$ cat src/rtl/ws2812_pkg.sv
// Shared types, default timing and helper for the WS2812 serial LED driver.
// Byte order is selected by WS2812_GRB_ORDER_EN in the top level.
package ws2812_pkg;

    typedef enum logic {
        LATCH = 1'b0,
        BIT   = 1'b1
    } state_t;

    localparam int T0H_CYC_DEF = 20;
    localparam int T1H_CYC_DEF = 40;
    localparam int BIT_CYC_DEF = 63;
    localparam int RES_CYC_DEF = 2500;

    localparam int FRAME_BITS = 24;

    // Width needed to hold the larger of the bit and latch periods; never below 1.
    function automatic int cnt_width(input int a, input int b);
        int m;
        m = (a > b) ? a : b;
        return (m < 2) ? 1 : $clog2(m);
    endfunction

endpackage

$ cat src/rtl/ws2812_bit_timer.sv
// Per-bit cycle timer: counts one bit period, produces the registered-next line
// level for the current bit value and flags the last cycle of the bit.
module ws2812_bit_timer
    import ws2812_pkg::*;
#(
    parameter int T0H_CYC = T0H_CYC_DEF,
    parameter int T1H_CYC = T1H_CYC_DEF,
    parameter int BIT_CYC = BIT_CYC_DEF,
    parameter int CW      = 6
) (
    input  logic clk_i,
    input  logic rst_i,
    input  logic start_i,
    input  logic run_i,
    input  logic bit_i,
    output logic level_o,
    output logic done_o
);

    logic [CW-1:0] cnt_q;
    logic [CW-1:0] cnt_d;

    always_comb begin
        done_o = (cnt_q == CW'(BIT_CYC - 1));
    end

    always_comb begin
        cnt_d = cnt_q;
        if (start_i) begin
            cnt_d = '0;
        end else if (run_i) begin
            cnt_d = done_o ? '0 : cnt_q + CW'(1);
        end
    end

    // Level is evaluated on the next count so the line register matches the counter
    // cycle for cycle; a fresh bit (count 0) is therefore always high.
    always_comb begin
        if (bit_i) begin
            level_o = (cnt_d < CW'(T1H_CYC));
        end else begin
            level_o = (cnt_d < CW'(T0H_CYC));
        end
    end

    always_ff @(posedge clk_i or posedge rst_i) begin
        if (rst_i) begin
            cnt_q <= '0;
        end else begin
            cnt_q <= cnt_d;
        end
    end

endmodule

$ cat src/rtl/ws2812_led_driver.sv
// WS2812 single-wire encoder: refreshes one LED continuously from rgb_data.
// Define WS2812_GRB_ORDER_EN to transmit in native G,R,B byte order; otherwise R,G,B.
module ws2812_led_driver
    import ws2812_pkg::*;
#(
    parameter int T0H_CYC = T0H_CYC_DEF,
    parameter int T1H_CYC = T1H_CYC_DEF,
    parameter int BIT_CYC = BIT_CYC_DEF,
    parameter int RES_CYC = RES_CYC_DEF
) (
    input  logic        CLK,
    input  logic        RST,
    input  logic [23:0] rgb_data,
    output logic        DATA
);

    localparam int CW = cnt_width(BIT_CYC, RES_CYC);

    state_t        state_q, state_d;
    logic [CW-1:0] lat_q, lat_d;
    logic [23:0]   shift_q, shift_d;
    logic [4:0]    idx_q, idx_d;
    logic          data_q, data_d;
    logic [23:0]   load_word;

    logic tmr_start;
    logic tmr_run;
    logic tmr_level;
    logic tmr_done;

`ifdef WS2812_GRB_ORDER_EN
    assign load_word = {rgb_data[15:8], rgb_data[23:16], rgb_data[7:0]};
`else
    assign load_word = rgb_data;
`endif

    ws2812_bit_timer #(
        .T0H_CYC (T0H_CYC),
        .T1H_CYC (T1H_CYC),
        .BIT_CYC (BIT_CYC),
        .CW      (CW)
    ) u_bit_timer (
        .clk_i   (CLK),
        .rst_i   (RST),
        .start_i (tmr_start),
        .run_i   (tmr_run),
        .bit_i   (shift_q[23]),
        .level_o (tmr_level),
        .done_o  (tmr_done)
    );

    always_comb begin
        state_d   = state_q;
        lat_d     = lat_q;
        shift_d   = shift_q;
        idx_d     = idx_q;
        data_d    = 1'b0;
        tmr_start = 1'b0;
        tmr_run   = 1'b0;
        case (state_q)
            LATCH: begin
                if (lat_q == CW'(RES_CYC - 1)) begin
                    state_d   = BIT;
                    shift_d   = load_word;
                    idx_d     = 5'(FRAME_BITS - 1);
                    tmr_start = 1'b1;
                    data_d    = tmr_level;
                end else begin
                    lat_d = lat_q + CW'(1);
                end
            end
            BIT: begin
                tmr_run = 1'b1;
                data_d  = tmr_level;
                if (tmr_done) begin
                    if (idx_q == 5'd0) begin
                        state_d = LATCH;
                        lat_d   = '0;
                        data_d  = 1'b0;
                    end else begin
                        shift_d = {shift_q[22:0], 1'b0};
                        idx_d   = idx_q - 5'd1;
                    end
                end
            end
            default: begin
                state_d = LATCH;
                lat_d   = CW'(RES_CYC - 1);
            end
        endcase
    end

    // Latch counter resets to terminal so the first edge after reset starts a frame.
    always_ff @(posedge CLK or posedge RST) begin
        if (RST) begin
            state_q <= LATCH;
            lat_q   <= CW'(RES_CYC - 1);
            shift_q <= '0;
            idx_q   <= 5'd0;
            data_q  <= 1'b0;
        end else begin
            state_q <= state_d;
            lat_q   <= lat_d;
            shift_q <= shift_d;
            idx_q   <= idx_d;
            data_q  <= data_d;
        end
    end

    assign DATA = data_q;

endmodule

$ cat config.mk
export PLATFORM = sky130hd
export DESIGN_NAME = ws2812_led_driver
export DESIGN_NICKNAME = d
export VERILOG_FILES = /design/src/rtl/ws2812_pkg.sv /design/src/rtl/ws2812_bit_timer.sv /design/src/rtl/ws2812_led_driver.sv
export SDC_FILE = /design/constraint.sdc
export NUM_CORES = 1
export LEC_CHECK = 0
export BUFFER_PORTS_ARGS = -buffer_cell sky130_fd_sc_hd__buf_2
export CELL_PAD_IN_SITES_DETAIL_PLACEMENT = 1
export CELL_PAD_IN_SITES_GLOBAL_PLACEMENT = 1
export CORE_UTILIZATION = 42
export DETAILED_ROUTE_END_ITERATION = 8
export GPL_ROUTABILITY_DRIVEN = 0
export GPL_TIMING_DRIVEN = 0
export PLACE_DENSITY = 0.87
export SLEW_MARGIN = 25
export SYNTH_ARGS = -nofsm -noshare
export SYNTH_HDL_FRONTEND = slang
export SYNTH_SLANG_ARGS = --single-unit
$ cat constraint.sdc
create_clock -name CLK -period 2.1 [get_ports CLK]
set_clock_uncertainty 0.05 [all_clocks]
set_input_delay 0.42 -clock CLK [delete_from_list [all_inputs] [get_ports CLK]]
set_output_delay 0.42 -clock CLK [all_outputs]
set_load 0.05 [all_outputs]
==> metrics.csv <==
metric,value,unit
Post-Synth Simple-Gate Area,17.09,%
max cap viols,0,
FP Rows,29,
ranking of synthesized cells by area,"dfrtp_1 (42%), a21oi_1 (9.3%), mux2i_1 (7.9%)",
CTS Buffer Depth,2,
via count,2616,
critical path class,register to register,
"Largest stage delay, worst path",470,ps
Clk pwr share,36.4,%
routed wire length,9747,µm
relative slew slack,73.35,%
I/O Pins,27,
Final #Nets,380,
post-synthesis sequential area ratio,47.73,%
Placement Cell Area,3154,µm²
clk slew on worst S/H paths,110,ps
post-synth top area cell,dfrtp_1,
initial antenna violation count,0,
Mapped Avg Cell Area,9.827,µm²
Leak,1.460,nW
Die X,85.08,µm
pre-CTS setup slack,-436.4,ps
DRT met1 WL,3850,µm
CP Cell Sequence,inv_1 > ha_2 > nand4bb_4 > nor4_4 > and2_4 > or2_4 > inv_6 > or4_4 > a21oi_2,
Global Route Usage Sum,22.35,%
ratio of final minimum period to clock period,105.3,%
Buffers on Ports,26,
post-synthesis cell area,2899,µm²
CP Max Fanout,6,
Met3 Routed Length,336,µm
syn nets,326,
Fill cells,726,
Initial Utilization,44.63,%
Yosys warnings,0,
share of layout cells above drive strength 1,35.14,%
# setup viols final,4,
RSZ-0062 raised after global routing,true,
PwrDens,478.2,nW/µm²
count of final max-slew check failures,0,
internal power,0.001330,W
CP Capture Type,register,
post-synthesis register bit count,55,
peak supply drop,379.4,µV
"Clk Latency, worst-skew pair",330,ps
Fmax,452.3,MHz
synth-to-layout area growth,27.75,%
post-synthesis xor/xnor area fraction,5.740,%
core box area,6495,µm²
Final Worst Setup Slack,-111.1,ps
Yosys top cell area share,42.30,%
Final ANT Viol Nets,0,
setup TNS,-248.7,ps
crit path time final,2211,ps
mux share of post-synthesis cell area,8.330,%
Worst Path Arrival,2420,ps
vias in the first global route,2675,
largest net degree at the start of global routing,32,
Comb power frac,3.8,%
highest metal used,met4,
die area,7239,µm²
Synth Area in Adders,2.158,%
Remaining DRCs,0,
Die Ht,85.08,µm
Unique masters post-synth,48,
slowest CP cell,or4_4,
Main synth FF type,dfrtp_1,
share of flip-flops with an asynchronous set or reset,100.0,%
Routed met2 length,5120,µm
hold crit path type,primary input to asynchronous set/reset pin,
Net Switching,0.0004413,W
CTS tree,yes,
hpwl dp,4928,µm
TritonRoute pass-1 iters,4,
ANT cells,0,
clk sinks,55,
Mapped Cells,295,
switching share of power,24.92,%
H-tree depth,2,
Iter 0 DRT Violations,118,
Critical Path RT,2310,ps
drt wl/cell,22.83,µm
CTS Buf Count,5,
Post-synth EDFFs,0,
GRT Residual Overflow,0,
Via density,6.126,
failing checks,negative setup slack,
first-pass GRT wire length,12670,µm
Root Driver,clkbuf_8,
power share of the sequential group,59.8,%
Util after Layout,57.02,%
outcome,"complete, but fails checks",
Startpoint Class,register,
main combinational cell family by area after synthesis,simple AND/OR/NAND/NOR gates,
complex-gate fraction of the synthesized area,15.36,%
"Hold Vio Cnt, Final",0,
worst slew pin tran,399.8,ps
final instance area,3704,µm²
-- power groups by stage --
stage	combinational, W	clock, W	sequential [W]
final	0.0000673	0.000645	0.00106
after global routing	0.0000749	0.000692	0.00106
after CTS	0.0000649	0.000642	0.00106
after detailed placement	0.0000649	0	0.00108
after global placement	0.0000576	0	0.00108
after floorplan	0.0000271	0	0.00108
-- layout by cell type, fill, tap and decap left out, drive strengths merged, types with 2 or more instances in the layout --
cell type and instances:
clkbuf 10, and3 8, nand3 7, nor4 4, buf 59, a31o 2
inv 12, a21oi 54, nor2 26, o21a 2, nand4 5, xnor2 11
nand2 14, ha 5, or4 4, nand4b 3, mux2i 23, a221oi 2
nand4bb 2, nor3 4, o31ai 2, dfrtp 49, or3 3, dfstp 6
and4 2, xor2 8, a31oi 2, o21ai 6
-- logic make-up after synthesis --
logic type               after synthesis
XOR/XNOR                              19
flip-flops                            55
buffers and inverters                 27
AO/OA/AOI/OAI                         78
adder cells (fa/ha/maj)                5
multiplexers                          24
AND/OR/NAND/NOR                       87
-- routing by layer --
layer	vias up	GRT usage [%]
met5	-	0
met4	0	8.320
met3	29	3.891
met2	77	39.88
met1	1339	26.98
li1	1171	-
-- timing repair --
item,4_1_cts,5_1_grt
hold endpoints to repair,0,0
hold buffers,0,0
gates resized for setup,23,53
endpoints found under the setup margin,46,42
setup buffers,12,10
gates cloned,0,2
pin swaps,13,25
-- through the flow --
stage,hold slack (ps),total power (W),instances
finish,5.312,0.001771,427
global route,23.83,0.001826,427
CTS,18.09,0.001766,418
detailed placement,372.0,0.001144,399
global placement,424.4,0.001137,398
floorplan,414.3,0.001106,295
-- critical path: cells and delay by family (launching register included) --
kind | cells | cell delay [ps]
AO/OA/AOI/OAI | 1 | 150
AND/OR/NAND/NOR | 5 | 1230
buffers and inverters | 2 | 110
adder cells (fa/ha/maj) | 1 | 200
flip-flops | 1 | 400
-- registers in the layout, indices dropped and copies added, names as in the netlist --
signal / count
DATA: 1
shift_q: 24
u_bit_timer.cnt_q: 12
state_q: 1
idx_q: 5
lat_q: 12
-- Yosys cell counts, types with 2 or more instances --
cell        n
a31oi_1     2
nand4b_1    3
mux2i_1    23
dfrtp_1    49
a31o_2      2
nand4bb_1   2
a21oi_1    54
nand2_1    14
or3_1       2
o21ai_0     6
inv_1       9
nor3_1      4
nand3_1     6
nor2_1     26
buf_1       3
dfstp_2     6
and3_1      8
a221oi_1    2
buf_2       2
clkbuf_1   12
and4_1      2
xnor2_1    11
o21a_1      2
xor2_1      8
o31ai_1     2
nor4_1      2
or4_1       4
ha_1        5
nand4_1     5
-- area by class of cell --
| type | instances | area [µm²] | share of cell area, % |
|---|---|---|---|
| clock buffers | 5 | 68.82 | 1.858 |
| well taps | 77 | 96.34 | 2.601 |
| repair buffers | 51 | 351.6 | 9.493 |
| inverters | 10 | 45.04 | 1.216 |
| plain buffers | 13 | 108.9 | 2.939 |
| multi-input cells | 213 | 1624 | 43.85 |
| clock inverters | 3 | 22.52 | 0.6081 |
| flip-flops and latches | 55 | 1386 | 37.43 |
-- worst paths after layout --
| path | slack (ps) | to | cells past startpoint | from |
|---|---|---|---|---|
| max | -110 | lat_q[9] | 9 | u_bit_timer.cnt_q[0] |
| min | 5 | idx_q[4] | 2 | RST |
| max reg2reg | -110 | lat_q[9] | 9 | u_bit_timer.cnt_q[0] |
| min reg2reg | 470 | lat_q[11] | 2 | lat_q[11] |
| max in group asynchronous | 1530 | u_bit_timer.cnt_q[5] | 3 | RST |
| min in group CLK | 250 | shift_q[0] | 3 | rgb_data[0] |
No activity file was read; power rests on OpenSTA's default activity.
